## config.mk

```make
export PLATFORM = sky130hd
export DESIGN_NAME = aib_axi_link_seq
export DESIGN_NICKNAME = d
export VERILOG_FILES = /design/src/rtl/aib_axi_pkg.sv /design/src/rtl/aib_axi_credit_cnt.sv /design/src/rtl/aib_axi_link_seq.sv
export SDC_FILE = /design/constraint.sdc
export NUM_CORES = 1
export LEC_CHECK = 0
export CORE_MARGIN = 10
export CORE_UTILIZATION = 47
export DETAILED_ROUTE_END_ITERATION = 10
export HOLD_SLACK_MARGIN = 0.12
export PLACE_DENSITY = 0.87
export SKIP_LAST_GASP = 1
export SLEW_MARGIN = 0
export SYNTH_ARGS = -nofsm -noshare
export SYNTH_HDL_FRONTEND = slang
export SYNTH_SLANG_ARGS = --single-unit
```

## constraint.sdc

```tcl
create_clock -name clk_wr -period 6.62 [get_ports clk_wr]
set_clock_uncertainty 0.1 [all_clocks]
set_input_delay 1.986 -clock clk_wr [delete_from_list [all_inputs] [get_ports clk_wr]]
set_output_delay 1.986 -clock clk_wr [all_outputs]
set_load 0.02 [all_outputs]
```

## src/rtl/aib_axi_pkg.sv

```systemverilog
// Shared link-sequencer types for the AIB-AXI bridge.
// Link state encoding as seen on link_state.
package aib_axi_pkg;

  localparam int LINK_STATE_W = 3;

  typedef enum logic [LINK_STATE_W-1:0] {
    LS_IDLE       = 3'd0,
    LS_RST_HOLD   = 3'd1,
    LS_WAIT_MAC   = 3'd2,
    LS_WAIT_ALIGN = 3'd3,
    LS_CRED_LOAD  = 3'd4,
    LS_ACTIVE     = 3'd5,
    LS_ERROR      = 3'd6
  } link_state_e;

endpackage

```

## src/rtl/aib_axi_credit_cnt.sv

```systemverilog
// One flow-control credit counter: load, consume, return.
// Saturates at both ends; err is sticky until cleared.
module aib_axi_credit_cnt
  import aib_axi_pkg::*;
#(
  parameter int CREDIT_W = 8
) (
  input  logic                i_clk,
  input  logic                i_rst_n,
  input  logic                i_clr,
  input  logic                i_load,
  input  logic                i_en,
  input  logic [CREDIT_W-1:0] i_init,
  input  logic                i_consume,
  input  logic                i_return,
  output logic [CREDIT_W-1:0] o_count,
  output logic                o_err
);

  localparam logic [CREDIT_W-1:0] MAX = '1;

  logic [CREDIT_W-1:0] r_cnt;
  logic                r_err;
  logic                w_dec;
  logic                w_inc;

  assign w_dec = i_en & i_consume & ~i_return;
  assign w_inc = i_en & i_return & ~i_consume;

  always_ff @(posedge i_clk) begin
    if (!i_rst_n) begin
      r_cnt <= '0;
      r_err <= 1'b0;
    end else if (i_clr) begin
      r_cnt <= '0;
      r_err <= 1'b0;
    end else if (i_load) begin
      r_cnt <= i_init;
    end else if (w_dec) begin
      if (r_cnt == '0) r_err <= 1'b1;
      else             r_cnt <= r_cnt - 1'b1;
    end else if (w_inc) begin
      if (r_cnt == MAX) r_err <= 1'b1;
      else              r_cnt <= r_cnt + 1'b1;
    end
  end

  assign o_count = r_cnt;
  assign o_err   = r_err;

endmodule

```

## src/rtl/aib_axi_link_seq.sv

```systemverilog
// AIB link bring-up sequencer and credit manager.
// Optional macro AIB_LINK_RETRAIN_EN: retrain on alignment loss.
module aib_axi_link_seq
  import aib_axi_pkg::*;
#(
  parameter int NBR_CHNLS    = 24,
  parameter int ACTIVE_CHNLS = 1,
  parameter int NUM_CRED     = 3,
  parameter int CREDIT_W     = 8,
  parameter int RST_HOLD     = 16,
  parameter int TIMEOUT_CYC  = 4096
) (
  input  logic                         clk_wr,
  input  logic                         rst_wr_n,
  input  logic                         link_en,
  input  logic [NBR_CHNLS-1:0]         fs_mac_rdy,
  input  logic [NBR_CHNLS-1:0]         m_rx_align_done,
  input  logic [NUM_CRED*CREDIT_W-1:0] init_credit,
  input  logic [NUM_CRED-1:0]          cred_consume,
  input  logic [NUM_CRED-1:0]          cred_return,
  output logic [NBR_CHNLS-1:0]         ns_adapter_rstn,
  output logic [NBR_CHNLS-1:0]         ns_mac_rdy,
  output logic [NUM_CRED-1:0]          cred_avail,
  output logic [NUM_CRED*CREDIT_W-1:0] cred_count,
  output logic                         link_up,
  output logic [LINK_STATE_W-1:0]      link_state,
  output logic                         timeout_err,
  output logic                         cred_err
);

  localparam int HOLD_W = $clog2(RST_HOLD + 1);
  localparam int TO_W   = $clog2(TIMEOUT_CYC + 1);

  localparam logic [HOLD_W-1:0] HOLD_LAST = HOLD_W'(RST_HOLD - 1);
  localparam logic [TO_W-1:0]   TO_LAST   = TO_W'(TIMEOUT_CYC - 1);

  localparam logic [NBR_CHNLS:0] ONE_X  = {{NBR_CHNLS{1'b0}}, 1'b1};
  localparam logic [NBR_CHNLS:0] MASK_X = (ONE_X << ACTIVE_CHNLS) - ONE_X;
  localparam logic [NBR_CHNLS-1:0] ACT_MASK = MASK_X[NBR_CHNLS-1:0];

  link_state_e           r_state;
  logic [HOLD_W-1:0]     r_hold;
  logic [TO_W-1:0]       r_tmr;
  logic [NBR_CHNLS-1:0]  r_rstn;
  logic [NBR_CHNLS-1:0]  r_mac;
  logic                  r_up;
  logic                  r_to_err;

  logic                  w_mac_ok;
  logic                  w_align_ok;
  logic                  w_drop;
  logic                  w_clr;
  logic                  w_load;
  logic                  w_en;
  logic [NUM_CRED-1:0]   w_err;

  // Inactive channels are forced true so only active ones gate progress.
  assign w_mac_ok   = &(fs_mac_rdy | ~ACT_MASK);
  assign w_align_ok = &(m_rx_align_done | ~ACT_MASK);

`ifdef AIB_LINK_RETRAIN_EN
  assign w_drop = (r_state == LS_ACTIVE) & ~w_align_ok;
`else
  assign w_drop = 1'b0;
`endif

  assign w_clr  = ~link_en | (r_state == LS_IDLE) | w_drop;
  assign w_load = link_en & (r_state == LS_CRED_LOAD);
  assign w_en   = link_en & (r_state == LS_ACTIVE);

  always_ff @(posedge clk_wr) begin
    if (!rst_wr_n) begin
      r_state  <= LS_IDLE;
      r_hold   <= '0;
      r_tmr    <= '0;
      r_rstn   <= '0;
      r_mac    <= '0;
      r_up     <= 1'b0;
      r_to_err <= 1'b0;
    end else if (!link_en) begin
      r_state  <= LS_IDLE;
      r_hold   <= '0;
      r_tmr    <= '0;
      r_rstn   <= '0;
      r_mac    <= '0;
      r_up     <= 1'b0;
      r_to_err <= 1'b0;
    end else begin
      unique case (r_state)
        LS_IDLE: begin
          r_hold   <= '0;
          r_to_err <= 1'b0;
          r_state  <= LS_RST_HOLD;
        end
        LS_RST_HOLD: begin
          if (r_hold == HOLD_LAST) begin
            r_state <= LS_WAIT_MAC;
            r_rstn  <= ACT_MASK;
            r_mac   <= ACT_MASK;
            r_tmr   <= '0;
          end else begin
            r_hold <= r_hold + 1'b1;
          end
        end
        LS_WAIT_MAC: begin
          if (w_mac_ok) begin
            r_state <= LS_WAIT_ALIGN;
            r_tmr   <= r_tmr + 1'b1;
          end else if (r_tmr >= TO_LAST) begin
            r_state  <= LS_ERROR;
            r_to_err <= 1'b1;
            r_rstn   <= '0;
            r_mac    <= '0;
          end else begin
            r_tmr <= r_tmr + 1'b1;
          end
        end
        LS_WAIT_ALIGN: begin
          if (w_align_ok) begin
            r_state <= LS_CRED_LOAD;
          end else if (r_tmr >= TO_LAST) begin
            r_state  <= LS_ERROR;
            r_to_err <= 1'b1;
            r_rstn   <= '0;
            r_mac    <= '0;
          end else begin
            r_tmr <= r_tmr + 1'b1;
          end
        end
        LS_CRED_LOAD: begin
          r_state <= LS_ACTIVE;
          r_up    <= 1'b1;
        end
        LS_ACTIVE: begin
          if (w_drop) begin
            r_state <= LS_WAIT_ALIGN;
            r_up    <= 1'b0;
            r_tmr   <= '0;
          end
        end
        LS_ERROR: begin
          r_state <= LS_ERROR;
        end
        default: begin
          r_state <= LS_IDLE;
        end
      endcase
    end
  end

  genvar g;
  generate
    for (g = 0; g < NUM_CRED; g++) begin : g_cred
      aib_axi_credit_cnt #(
        .CREDIT_W (CREDIT_W)
      ) u_cnt (
        .i_clk     (clk_wr),
        .i_rst_n   (rst_wr_n),
        .i_clr     (w_clr),
        .i_load    (w_load),
        .i_en      (w_en),
        .i_init    (init_credit[g*CREDIT_W +: CREDIT_W]),
        .i_consume (cred_consume[g]),
        .i_return  (cred_return[g]),
        .o_count   (cred_count[g*CREDIT_W +: CREDIT_W]),
        .o_err     (w_err[g])
      );
      assign cred_avail[g] =
        r_up & (|cred_count[g*CREDIT_W +: CREDIT_W]);
    end
  endgenerate

  assign ns_adapter_rstn = r_rstn;
  assign ns_mac_rdy      = r_mac;
  assign link_up         = r_up;
  assign link_state      = r_state;
  assign timeout_err     = r_to_err;
  assign cred_err        = |w_err;

endmodule
```

==> flow_metrics.py <==
metrics = {
    "global_routing": {
        "gr-total-overflow": 0,
        "antenna_found_initial": 0,
        "grt_pass1_wl_um": 16200,
        "grt_max_degree": 39,
        "grt_pass1_vias": 3403,
        "grt_util_all_layers_pct": 15.8,
    },
    "placement": {
        "post-place-ws_ns": 1.61,
        "hpwl_um": 7730,
        "gp_congestion": 0.999,
        "io_buffers": 69,
    },
    "synthesis": {
        "synth_fa_ha_area_share_pct": 4.12,
        "post-synth-top-area-fraction_pct": 26.7,
        "synth_top_area_cell": "dfxtp_1",
        "synth_edf_count": 0,
        "muxShareOfSynthArea_pct": 2.29,
        "synth-async-reset-ratio_pct": 0,
        "yosysSeqAreaShare_pct": 26.7,
        "ys_ff_latch": 51,
        "synth.distinct_cells": 71,
        "synth_simple_gate_area_share_pct": 25.4,
        "synth_ff_type": "dfxtp_1",
        "synth_xor_area_share_pct": 4.58,
        "synth_area_um2": 3830,
        "synth_top_family_by_area": "simple AND/OR/NAND/NOR gates",
        "synth_warnings": 0,
        "synth_compound_area_share_pct": 23.0,
        "synth_most_common_cell": "nor2_1",
        "synthTopCellsByCount": "60 x nor2_1, 51 x dfxtp_1, 48 x buf_4",
        "synthTopCellsByArea": "dfxtp_1 27%, buf_4 9.4%, nor2_1 5.9%, a21oi_1 4.8%, xnor2_1 4.1%",
        "syn_inst": 492,
        "avgSynthCellArea_um2": 7.78,
    },
    "clock_tree": {
        "cts_sinks": 51,
        "cts_inserted_buffers": 5,
        "path_clk_slew_ns": 0.10,
        "clk_latency_ns": 0.31,
        "cts_tree": "built",
        "post_cts_buffers": 0,
        "cts.hold.buffers_added": 0,
        "h-tree-depth": 2,
        "cts_buffer_depth": 2,
        "cts_resized": 0,
        "clockRootBuffer": "clkbuf_8",
    },
    "cells_and_area": {
        "syn_to_final_growth_pct": 16.9,
        "drive_gt1_share_pct": 5.90,
        "fillers": 714,
        "diodes": 0,
        "layout.nets": 634,
    },
    "job": {
        "cap_violations": 0,
    },
    "timing": {
        "layout_setup_ws_ns": 1.89,
        "period_needed_ns": 4.73,
        "finalMaxSlewViolations": 0,
        "fin_hold_ws_ns": 0.373,
        "fin_tns_setup_ns": 0,
        "fin_crit_sh_pct": 71.4,
        "grt_setup_unrepaired": "false",
        "finalSetupViolCount": 0,
        "worst-slew-pin-transition_ns": 1.07,
        "hold_viol": 0,
        "max_slew_margin_pct": 28.3,
        "maxClockFrequency_mhz": 212,
    },
    "power_and_ir_drop": {
        "powerDensity_nw_per_um2": 142,
        "power.share.sequential_pct": 48.8,
        "p_sw_share_pct": 24.1,
        "p_int_uw": 481,
        "p_sw_uw": 153,
        "pwr-share-clk_pct": 41.1,
        "leakagePower_nw": 1.54,
        "ir_drop_mv": 0.0760,
        "p_comb_share_pct": 10.1,
    },
    "worst_setup_path": {
        "crit_arrival_ns": 4.86,
        "cp-start-kind": "input port",
        "crit_required_ns": 6.75,
        "cp_max_fo": 13,
        "r2r_cells": 10,
        "worst_setup_path_end_kind": "flop",
        "critPathKind": "input port to flop",
    },
    "run_status": {
        "status": "finished clean",
    },
    "detailed_routing": {
        "drc": 0,
        "drt_iter0_drc": 233,
        "avgViaCountPerCell": 5.67,
        "drt-total-wl_um": 10200,
        "drtAntennaViolNets": 0,
        "wl_per_cell_um": 15.8,
        "num_vias": 3653,
        "first_pass_iters": 5,
    },
    "min_path": {
        "hold_path_depth": 2,
        "min_path_type": "flop to flop",
    },
    "floorplanning": {
        "io_pins": 162,
        "die_w_um": 110,
        "start_util_pct": 49.0,
        "dieArea_um2": 12100,
        "rows": 32,
        "fp.coreArea_um2": 7810,
        "die_h_um": 110,
    },
}
-- cells by family (layout without fill, tap and decap cells) --
group           count (synthesis)  count (layout)
mux                             8               8
flops                          51              51
xor+xnor                       20              20
other cells                     1              46
fa+ha+maj                      12              12
simple gates                  190             190
compound gates                126             126
buf+inv                        84              89
-- registers in the layout, indices dropped and copies added, names as in the netlist --
register and count:
g_cred.u_cnt.o_count 24, timeout_err 1, ns_adapter_rstn 1, r_tmr 13
r_hold 5, link_up 1, g_cred.u_cnt.o_err 3, link_state 3
-- layout make-up --
type                       instances  area (um^2)  area share (%)
clock buffer                       5         68.8            1.54
timing repair buffer              70          698            15.6
sequential                        51         1020            22.8
clock inverter                     3         67.6            1.51
tap                              102          128            2.85
inverter                          11         41.3           0.923
multi-input combinational        402         2450            54.7
-- worst paths after layout --
| path | from | endpoint | slack, ns |
|---|---|---|---|
| worst min-delay path | g_cred[1].u_cnt.o_err$_SDFFE_PP0P_ | g_cred[1].u_cnt.o_err$_SDFFE_PP0P_ | 0.37 |
| worst max-delay path | link_en | g_cred[0].u_cnt.o_count[6]$_SDFFE_PP0P_ | 1.89 |
| worst min register to register | g_cred[1].u_cnt.o_err$_SDFFE_PP0P_ | g_cred[1].u_cnt.o_err$_SDFFE_PP0P_ | 0.37 |
| worst max register to register | link_state[2]$_SDFFE_PN0P_ | g_cred[0].u_cnt.o_count[6]$_SDFFE_PP0P_ | 3.39 |
-- metal layers --
metal | wire length (um) | up-vias | global-route usage, % | share of wire [%]
met5 | 0 | - | 0 | 0
met4 | 53 | 0 | 3.30 | 0.52
met3 | 939 | 7 | 3.60 | 9.2
met2 | 4800 | 148 | 26.7 | 47
met1 | 4380 | 1724 | 20.2 | 43
li1 | - | 1774 | - | -
-- worst max-delay path: stages --
cell,delay (ns)
clkdlybuf4s50_1,0.65
and4b_4,0.43
nand2_1,0.16
inv_1,0.22
ha_1,0.33
o21ai_0,0.19
a21oi_1,0.08
o21a_1,0.19
o21a_1,0.18
o311a_1,0.32
nor3_1,0.12
-- power by group through the flow --
| stage | Clock (mW) | Sequential (mW) | Combinational [mW] |
|---|---|---|---|
| floorplan | 0 | 0.315 | 0.0583 |
| global placement | 0 | 0.316 | 0.0613 |
| detailed placement | 0 | 0.316 | 0.0618 |
| CTS | 0.267 | 0.309 | 0.0621 |
| global route | 0.280 | 0.309 | 0.0686 |
| finish | 0.261 | 0.309 | 0.0640 |
-- layout by cell type (no fill, tap or decap), drive strengths merged, types with 3 or more instances in the layout --
cell type,Yosys,routed
a211oi,17,17
a21oi,40,40
a22oi,5,5
a31oi,5,5
and2,3,3
and3,7,7
clkbuf,13,5
clkdlybuf4s50,0,69
conb,1,46
dfxtp,51,51
ha,11,11
inv,11,11
mux2,3,3
mux2i,5,5
nand2,31,31
nand2b,9,9
nand3,24,24
nand4,7,7
nor2,61,61
nor2b,6,6
nor3,26,26
nor4,5,5
o21ai,25,25
o31ai,4,4
o41ai,5,5
xnor2,18,18
-- per-stage QoR --
| stage | std cells | power [mW] | area [um^2] | utilization (%) |
|---|---|---|---|---|
| 3_3_place_gp | 636 | 0.378 | 4340 | 55.5 |
| 4_1_cts | 644 | 0.638 | 4470 | 57.3 |
| 5_1_grt | 644 | 0.658 | 4470 | 57.3 |
| 2_1_floorplan | 537 | 0.373 | 4000 | - |
| 6_report | 644 | 0.634 | 4470 | 57.3 |
| 3_5_place_dp | 636 | 0.378 | 4340 | 55.5 |
No activity file was read; power rests on OpenSTA's default activity.
